===== src/rtl/cla32_nibble_serial_pkg.sv =====
`default_nettype none
// ============================================================================
// Module   : cla32_nibble_serial_pkg
// Brief    : Shared types and constants for the nibble-serial CLA adder.
// Revision : 1.0 - initial release
// ============================================================================
package cla32_nibble_serial_pkg;

  // Sequencer states
  typedef enum logic [1:0] {
    IDLE = 2'd0,
    EXEC = 2'd1,
    DONE = 2'd2
  } state_t;

  // One lookahead slice handles a nibble per clock
  localparam int NIBBLE_W      = 4;
  localparam int DEFAULT_WIDTH = 32;

endpackage
`default_nettype wire


===== src/rtl/cla4_slice.sv =====
`default_nettype none
// ============================================================================
// Module   : cla4_slice
// Brief    : Combinational 4-bit carry-lookahead adder slice.
// Revision : 1.0 - initial release
// ============================================================================
module cla4_slice
  import cla32_nibble_serial_pkg::*;
(
  input  logic [NIBBLE_W-1:0] a4,
  input  logic [NIBBLE_W-1:0] b4,
  input  logic                cin,
  output logic [NIBBLE_W-1:0] s4,
  output logic                cout
);

  logic [NIBBLE_W-1:0] gen;
  logic [NIBBLE_W-1:0] prop;
  logic [NIBBLE_W:0]   carry;

  assign gen  = a4 & b4;
  assign prop = a4 ^ b4;

  // Every carry is expanded directly from cin, so no carry ripples between bits
  assign carry[0] = cin;
  assign carry[1] = gen[0] | (prop[0] & cin);
  assign carry[2] = gen[1] | (prop[1] & gen[0]) | (prop[1] & prop[0] & cin);
  assign carry[3] = gen[2] | (prop[2] & gen[1]) | (prop[2] & prop[1] & gen[0])
                  | (prop[2] & prop[1] & prop[0] & cin);
  assign carry[4] = gen[3] | (prop[3] & gen[2]) | (prop[3] & prop[2] & gen[1])
                  | (prop[3] & prop[2] & prop[1] & gen[0])
                  | (prop[3] & prop[2] & prop[1] & prop[0] & cin);

  for (genvar i = 0; i < NIBBLE_W; i++) begin : g_sum
    assign s4[i] = prop[i] ^ carry[i];
  end

  assign cout = carry[NIBBLE_W];

endmodule
`default_nettype wire


===== src/rtl/cla32_nibble_serial.sv =====
`default_nettype none
// ============================================================================
// Module   : cla32_nibble_serial
// Brief    : WIDTH-bit adder that processes one nibble per clock through a
//            single time-shared 4-bit carry-lookahead slice.
// Revision : 1.0 - initial release
// ============================================================================
module cla32_nibble_serial
  import cla32_nibble_serial_pkg::*;
#(
  parameter int WIDTH = DEFAULT_WIDTH
) (
  input  logic             clk,
  input  logic             reset_n,
  input  logic             start,
  input  logic [WIDTH-1:0] a,
  input  logic [WIDTH-1:0] b,
  input  logic             ci,
  output logic             busy,
  output logic             done,
  output logic [WIDTH-1:0] s,
  output logic             co
);

  localparam int            N      = WIDTH / NIBBLE_W;
  localparam int            KW     = (N > 1) ? $clog2(N) : 1;
  localparam logic [KW-1:0] K_LAST = KW'(N - 1);

  state_t               state;
  logic [KW-1:0]        k;
  logic                 carry;
  logic [WIDTH-1:0]     op_a;
  logic [WIDTH-1:0]     op_b;
  logic [WIDTH-1:0]     work;
  logic [WIDTH-1:0]     next_work;
  logic [NIBBLE_W-1:0]  nib_a;
  logic [NIBBLE_W-1:0]  nib_b;
  logic [NIBBLE_W-1:0]  nib_s;
  logic                 nib_co;

  assign nib_a = op_a[k*NIBBLE_W +: NIBBLE_W];
  assign nib_b = op_b[k*NIBBLE_W +: NIBBLE_W];

  cla4_slice u_slice (
    .a4   (nib_a),
    .b4   (nib_b),
    .cin  (carry),
    .s4   (nib_s),
    .cout (nib_co)
  );

  // Working register with the current nibble's sum merged in; on the last
  // step this is the complete result that goes straight to s
  always_comb begin
    next_work = work;
    next_work[k*NIBBLE_W +: NIBBLE_W] = nib_s;
  end

  // Sequencer: capture, nibble-serial add, result publish
  always_ff @(posedge clk or negedge reset_n) begin
    if (!reset_n) begin
      state <= IDLE;
      busy  <= 1'b0;
      done  <= 1'b0;
      s     <= '0;
      co    <= 1'b0;
      k     <= '0;
      carry <= 1'b0;
      work  <= '0;
      op_a  <= '0;
      op_b  <= '0;
    end else begin
      done <= 1'b0;
      case (state)
        IDLE, DONE: begin
          if (start) begin
            op_a  <= a;
            op_b  <= b;
            carry <= ci;
            k     <= '0;
            state <= EXEC;
            busy  <= 1'b1;
          end else begin
            state <= IDLE;
          end
        end
        EXEC: begin
          // start is deliberately not looked at here
          work  <= next_work;
          carry <= nib_co;
          if (k == K_LAST) begin
            // k parks at N-1; only a new capture returns it to 0
            s     <= next_work;
            co    <= nib_co;
            state <= DONE;
            busy  <= 1'b0;
            done  <= 1'b1;
          end else begin
            k <= k + 1'b1;
          end
        end
        default: begin
          state <= IDLE;
          busy  <= 1'b0;
        end
      endcase
    end
  end

endmodule
`default_nettype wire


===== config.mk =====
export PLATFORM = sky130hd
export DESIGN_NAME = cla32_nibble_serial
export DESIGN_NICKNAME = d
export VERILOG_FILES = /design/src/rtl/cla32_nibble_serial_pkg.sv /design/src/rtl/cla4_slice.sv /design/src/rtl/cla32_nibble_serial.sv
export SDC_FILE = /design/constraint.sdc
export NUM_CORES = 1
export LEC_CHECK = 0
export ABC_AREA = 1
export ABC_CLOCK_PERIOD_IN_PS = 4200
export BUFFER_PORTS_ARGS = -buffer_cell sky130_fd_sc_hd__buf_2
export CAP_MARGIN = 20
export CORE_ASPECT_RATIO = 1.2
export CORE_MARGIN = 2
export CORE_UTILIZATION = 60
export CTS_CLUSTER_DIAMETER = 50
export CTS_CLUSTER_SIZE = 12
export DETAILED_ROUTE_END_ITERATION = 7
export PLACE_DENSITY = 0.84
export SLEW_MARGIN = 20
export SYNTH_ARGS = -nofsm -noshare
export SYNTH_HDL_FRONTEND = slang
export SYNTH_SLANG_ARGS = --single-unit

===== constraint.sdc =====
create_clock -name clk -period 4.2 [get_ports clk]
set_input_delay 0.63 -clock clk [delete_from_list [all_inputs] [get_ports clk]]
set_output_delay 0.63 -clock clk [all_outputs]
set_load 0.02 [all_outputs]

=== Word-level counts from Yosys, hierarchy flattened ===
Cells that the tools add are included.
Widths: inputs -> output; s select.

* Equality and inequality tests: 6
* Bitwise gates (word level): 32
* Mux-type cells: 14
* Add/subtract/negate cells: 2
* Shifts and indexed selects: 4
* Reduce and logical (&&, ||, !) cells: 8

{| class="wikitable"
|+ Operators with widths
! operator !! count
|-
| $shiftx 32x6->4 || 2
|-
| $neg 5->34 || 1
|-
| $shift 4x34->32 const A || 1
|-
| $shiftx 4x34->32 || 1
|-
| $bwmux 32 || 1
|-
| $and 1x1->1 || 16
|-
| $or 1x1->1 || 10
|-
| $reduce_and 2->1 || 4
|-
| $mux 1 || 6
|-
| $mux 3 || 2
|-
| $ne 2x2->1 const B || 3
|-
| $pmux 3 s2 || 1
|-
| $and 4x4->4 || 1
|-
| $pmux 1 s2 || 2
|-
| $pmux 2 s2 || 1
|-
| $xor 1x1->1 || 4
|-
| $xor 4x4->4 || 1
|-
| $add 3x1->3 const B || 1
|-
| $eq 3x3->1 const B || 1
|-
| $reduce_and 3->1 || 1
|-
| $eq 2x1->1 const B || 1
|-
| $eq 2x2->1 const B || 1
|-
| $logic_not 2->1 || 1
|-
| $mux 2 || 1
|-
| other kinds (2) || 2
|}

* Output and inout port bits: 35
* Bits of input ports: 68
* Flip-flop bits (word level): 137

=== Depth between registers and ports, before layout ===
* Depth after elaboration: 9
* Gate-level depth with buffers: 17
* Gate-level depth less buffers: 15

=== Modules after synthesis ===
A second synthesis with hierarchy kept.

* Cells, all modules: 919
* Area total of the unflattened synthesis: 6834.1 um^2

{| class="wikitable"
|+ By module, submodules not included
! module !! seq. area each (um^2) !! cells an instance !! area an instance (um^2) !! instances
|-
| cla32_nibble_serial || 3428.3 || 882 || 6598.8 || 1
|-
| cla4_slice || 0.0 || 37 || 235.2 || 1
|}

=== Worst setup path after synthesis ===
Ideal clock, no wire load.

* Path kind: register to register
* From: register k[0]
* To: register s[11]
* Stages on the path, launching flop included: 17
* Arrival: 2.272 ns
* Period minus slack after synthesis: 2.396 ns
* Data required time: 4.076 ns
* Setup slack: 1.804 ns
* Cells stage by stage: dfrtp_1 -> buf_2 -> inv_2 -> buf_1 -> nor2_1 -> o22ai_1 -> nand2_1 -> nand2_1 -> ha_1 -> nand2_1 -> nand2_1 -> nor2_1 -> nand3_1 -> nand3_1 -> nand2_1 -> o211ai_1 -> nand2_1

* Word-level cells in the longest chain between the ends: 9
* Elaborated cells on any way between the ends: 29

{| class="wikitable"
|+ RTL lines
! what !! RTL line !! RTL
|-
| start: declaration || cla32_nibble_serial.sv:30 || <nowiki>logic [KW-1:0] k;</nowiki>
|-
| start signal: assignment || cla32_nibble_serial.sv:99 || <nowiki>k <= k + 1'b1;</nowiki>
|-
| $shiftx 32x6->4, on equally long branches || cla32_nibble_serial.sv:41, cla32_nibble_serial.sv:42 ||
|-
| $xor 4x4->4 / $and 4x4->4 (equally long branches) || cla4_slice.sv:22, cla4_slice.sv:21 ||
|-
| $and 1x1->1, on equally long branches || cla4_slice.sv:28, cla4_slice.sv:29 ||
|-
| $or 1x1->1 (tied with other cells) || cla4_slice.sv:28 || <nowiki>assign carry[3] = gen[2] | (prop[2] & gen[1]) | (prop[2] & prop[1] & gen[0])</nowiki>
|-
| $or 1x1->1 / $and 1x1->1 (equally long branches) || cla4_slice.sv:28, cla4_slice.sv:29 ||
|-
| $or 1x1->1 || cla4_slice.sv:29 || <nowiki>| (prop[2] & prop[1] & prop[0] & cin);</nowiki>
|-
| $xor 1x1->1 || cla4_slice.sv:35 || <nowiki>assign s4[i] = prop[i] ^ carry[i];</nowiki>
|-
| $shiftx 4x34->32 || cla32_nibble_serial.sv:56 || <nowiki>next_work[k*NIBBLE_W +: NIBBLE_W] = nib_s;</nowiki>
|-
| $bwmux 32 || cla32_nibble_serial.sv:56 ||
|-
| end signal: assignment || cla32_nibble_serial.sv:93 || <nowiki>s <= next_work;</nowiki>
|-
| end: declaration || cla32_nibble_serial.sv:21 || <nowiki>output logic [WIDTH-1:0] s,</nowiki>
|}

Several ways; a longest one is shown, not always the timed one.
A chain may end at the register's enable or synchronous reset.

=== Worst setup path after layout ===
* From: register k[0]
* To: register work[29]

* Word-level cells in the longest chain between the ends: 9
* Elaborated cells on any way between the ends: 27

{| class="wikitable"
|+ RTL lines
! what !! RTL line !! RTL
|-
| $shiftx 32x6->4, on equally long branches || cla32_nibble_serial.sv:41, cla32_nibble_serial.sv:42 ||
|-
| $xor 4x4->4 / $and 4x4->4 (equally long branches) || cla4_slice.sv:22, cla4_slice.sv:21 ||
|-
| $and 1x1->1, on equally long branches || cla4_slice.sv:28, cla4_slice.sv:29 ||
|-
| $or 1x1->1 (tied with other cells) || cla4_slice.sv:28 ||
|-
| $or 1x1->1 / $and 1x1->1 (equally long branches) || cla4_slice.sv:28, cla4_slice.sv:29 ||
|-
| $or 1x1->1 || cla4_slice.sv:29 ||
|-
| $xor 1x1->1 || cla4_slice.sv:35 ||
|-
| $shiftx 4x34->32 || cla32_nibble_serial.sv:56 ||
|-
| $bwmux 32 (*) || cla32_nibble_serial.sv:56 ||
|-
| end signal: assignment || cla32_nibble_serial.sv:89 || <nowiki>work <= next_work;</nowiki>
|-
| end: declaration || cla32_nibble_serial.sv:34 || <nowiki>logic [WIDTH-1:0] work;</nowiki>
|}

Mark *: on every way between the ends. The rest lies on a longest branch, timed or not.

==> impl_metrics.env <==
export IMPL_dpl_cell_area_mm2=0.00696
export IMPL_synth_distinct_cells=26
export IMPL_finalSetupViolations=0
export IMPL_numCtsBuffers=17
export IMPL_cts_hold_buf=0
export IMPL_clock_latency_ps=420
export IMPL_register_area_mm2=0.00343
export IMPL_criticalPathCategory="flop to flop"
export IMPL_gp_congestion=0.877
export IMPL_cp_end_kind="flop"
export IMPL_maxSlewViolCount=0
export IMPL_syn_avg_cell_area_um2=8.05
export IMPL_die_h_um=117
export IMPL_synthToLayoutAreaGrowth_pct=19.1
export IMPL_worstPathMaxFanout=36
export IMPL_grt_max_degree=76
export IMPL_wirelength_mm=15.2
export IMPL_nFillCells=800
export IMPL_synth_most_common_cell="nand2_1"
export IMPL_tns_ps=0
export IMPL_rows=41
export IMPL_netlist_area_mm2=0.00638
export IMPL_finalHoldWorstSlack_ps=295
export IMPL_grt_overflow=0
export IMPL_gr_usage_all_layers_pct=27.4
export IMPL_cp_start_kind="flop"
export IMPL_tightest_slew_ps=888
export IMPL_cts_htree_levels=4
export IMPL_grt_pass1_vias=5294
export IMPL_dieArea_mm2=0.0115
export IMPL_critPathMaxStageDelay_ps=710
export IMPL_clock_sink_count=137
export IMPL_max_slew_margin_pct=40.8
export IMPL_synth_warnings=0
export IMPL_ant_nets=0
export IMPL_fin_skew_ps=7.39
export IMPL_synth_cells=793
export IMPL_worstPathCellList="inv_2 -> o21ai_0 -> o22ai_1 -> nand2_1 -> nand2_1 -> fa_1 -> xnor2_1 -> inv_1 -> nand3_1 -> nand2_1 -> o21ai_0 -> o21ai_0"
export IMPL_crit_path_top_delay_cell="dfrtp_1"
export IMPL_max_vdd_ir_drop_v=0.000510
export IMPL_multi_input_area_mm2=0.00270
export IMPL_timing_fmax_ghz=0.316
export IMPL_mappedNetlistNets=874
export IMPL_cts_tree="yes"
export IMPL_antennaDiodeCount=0
export IMPL_finalHoldViolCount=0
export IMPL_ys_ff_latch=137
export IMPL_vias=5658
export IMPL_cts_root_buf="clkbuf_16"
export IMPL_place_hpwl_mm=10.1
export IMPL_ys_flop_type="dfrtp_1"
export IMPL_drt_iter0_drc=359
export IMPL_routedWlPerCell_um=14.8
export IMPL_layout_drive_gt1_share_pct=18.4
export IMPL_hold_class="input pin to asynchronous set/reset pin"
export IMPL_synth_edf_count=0
export IMPL_postCtsSetupBuffers=0
export IMPL_finalCriticalPeriod_ps=3160
export IMPL_ys_seq_area_share_pct=53.7
export IMPL_clockBufferDepth=2
export IMPL_status="complete, no violations"
export IMPL_first_pass_iters=4
export IMPL_port_buffer_count=102
export IMPL_die_w_um=98.2
export IMPL_synth_top_area_share_pct=53.7
export IMPL_fin_area_mm2=0.00760
export IMPL_fin_crit_sh_pct=75.3
export IMPL_cts_resized=0
export IMPL_drc_errors=0
export IMPL_p_leak_nw=4.04
export IMPL_synthArstFlopShare_pct=100
export IMPL_synth_largest_area_cell="dfrtp_1"
export IMPL_rsz0062_at_grt="false"
export IMPL_crit_required_ps=4480
export IMPL_cap_violations=0
export IMPL_ioPinCount=103
export IMPL_grt_pass1_wl_mm=25.1
export IMPL_synthTopCellsByArea="dfrtp_1 (54%), nand2_1 (22%), o21ai_0 (5.3%)"
export IMPL_antenna_found_initial=0
export IMPL_critical_path_arrival_ps=3440
export IMPL_path_clk_slew_ps=60
export IMPL_core_mm2=0.0105
export IMPL_ys_top_cells_by_count="nand2_1 (370), dfrtp_1 (137), o21ai_0 (67)"
export IMPL_power_per_cell_area_mw_per_mm2=914
export IMPL_fin_nets=963
export IMPL_via_per_inst=5.53
export IMPL_start_util_pct=61.0
per-layer routing:
metal / part of all wire (%) / vias to the layer above / wire [um] / GRT usage (%)
li1: - / 2731 / - / -
met1: 41 / 2650 / 6250 / 35.0
met2: 50 / 231 / 7560 / 46.4
met3: 5.9 / 46 / 895 / 5.17
met4: 2.9 / 0 / 439 / 12.3
met5: 0 / - / 0 / 0
registers in the layout, indices dropped and copies added, names as in the netlist:
name and flops:
op_a 32, op_b 32, s 32, work 32, k 3, state 2, busy 1, carry 1
co 1, done 1
critical path: cells and delay by family (launching register included):
family / cells / cell delay, ps
DFF: 1 / 710
AOI/OAI and AO/OA: 4 / 670
buffers and inverters: 2 / 540
and+or+nand+nor: 4 / 400
adders and majority gates: 1 / 400
xor gates and xnor gates: 1 / 300
metrics by stage:
stage	total power [W]	utilization [%]	std cells	setup WS [ps]
after global routing	0.00746	72.7	1024	764
after floorplan	0.00448	-	793	1800
after CTS	0.00693	72.7	1024	1090
final	0.00695	72.7	1024	1040
after detailed placement	0.00528	66.5	992	1190
after global placement	0.00515	66.5	992	1380
path summary, 6_finish.rpt:
| check | startpoint | end | slack, ps | depth (start not counted) |
|---|---|---|---|---|
| max in group asynchronous | reset_n | op_b[19] | 3060 | 2 |
| min | reset_n | s[24] | 290 | 1 |
| min reg2reg | s[14] | s[14] | 470 | 2 |
| min in group clk | b[6] | op_b[6] | 400 | 3 |
| max reg2reg | k[0] | work[29] | 1040 | 12 |
| max | k[0] | work[29] | 1040 | 12 |
power breakdown:
part | leakage [nW] | switching (W) | internal, W | total, W
clock | 0.301 | 0.000566 | 0.00104 | 0.00161
sequential | 1.75 | 0.000393 | 0.00189 | 0.00228
combinational | 1.99 | 0.00208 | 0.000984 | 0.00306
area by class of cell:
type | instances | share of cell area [%]
well taps | 129 | 2.12
clock inverters | 11 | 2.22
inverters | 25 | 1.27
multi-input cells | 592 | 35.5
clock buffers | 21 | 6.19
repair buffers | 109 | 7.60
flip-flops and latches | 137 | 45.1
cells in the final DEF, fill, tap and decap left out, types with 2 or more instances in the layout:
cell,n
a21oi_1,3
buf_2,101
buf_4,7
bufinv_16,4
clkbuf_16,17
clkbuf_8,3
clkinv_2,2
clkinvlp_4,4
dfrtp_1,137
ha_1,12
inv_1,15
inv_2,9
nand2_1,369
nand3_1,25
nand4_1,7
nor2_1,43
nor2_2,5
nor3_4,4
o211ai_1,16
o21ai_0,67
o21ai_1,13
o22ai_1,17
or2_1,2
or2_2,4
cell families after synthesis:
group | share of synthesized area, %
XOR/XNOR | 0.137
AO/OA/AOI/OAI | 10.2
flip-flops | 53.7
adder cells (fa/ha/maj) | 2.67
buffers and inverters | 4.06
AND/OR/NAND/NOR | 29.3
Note: power is estimated with default switching activity, not from simulation.
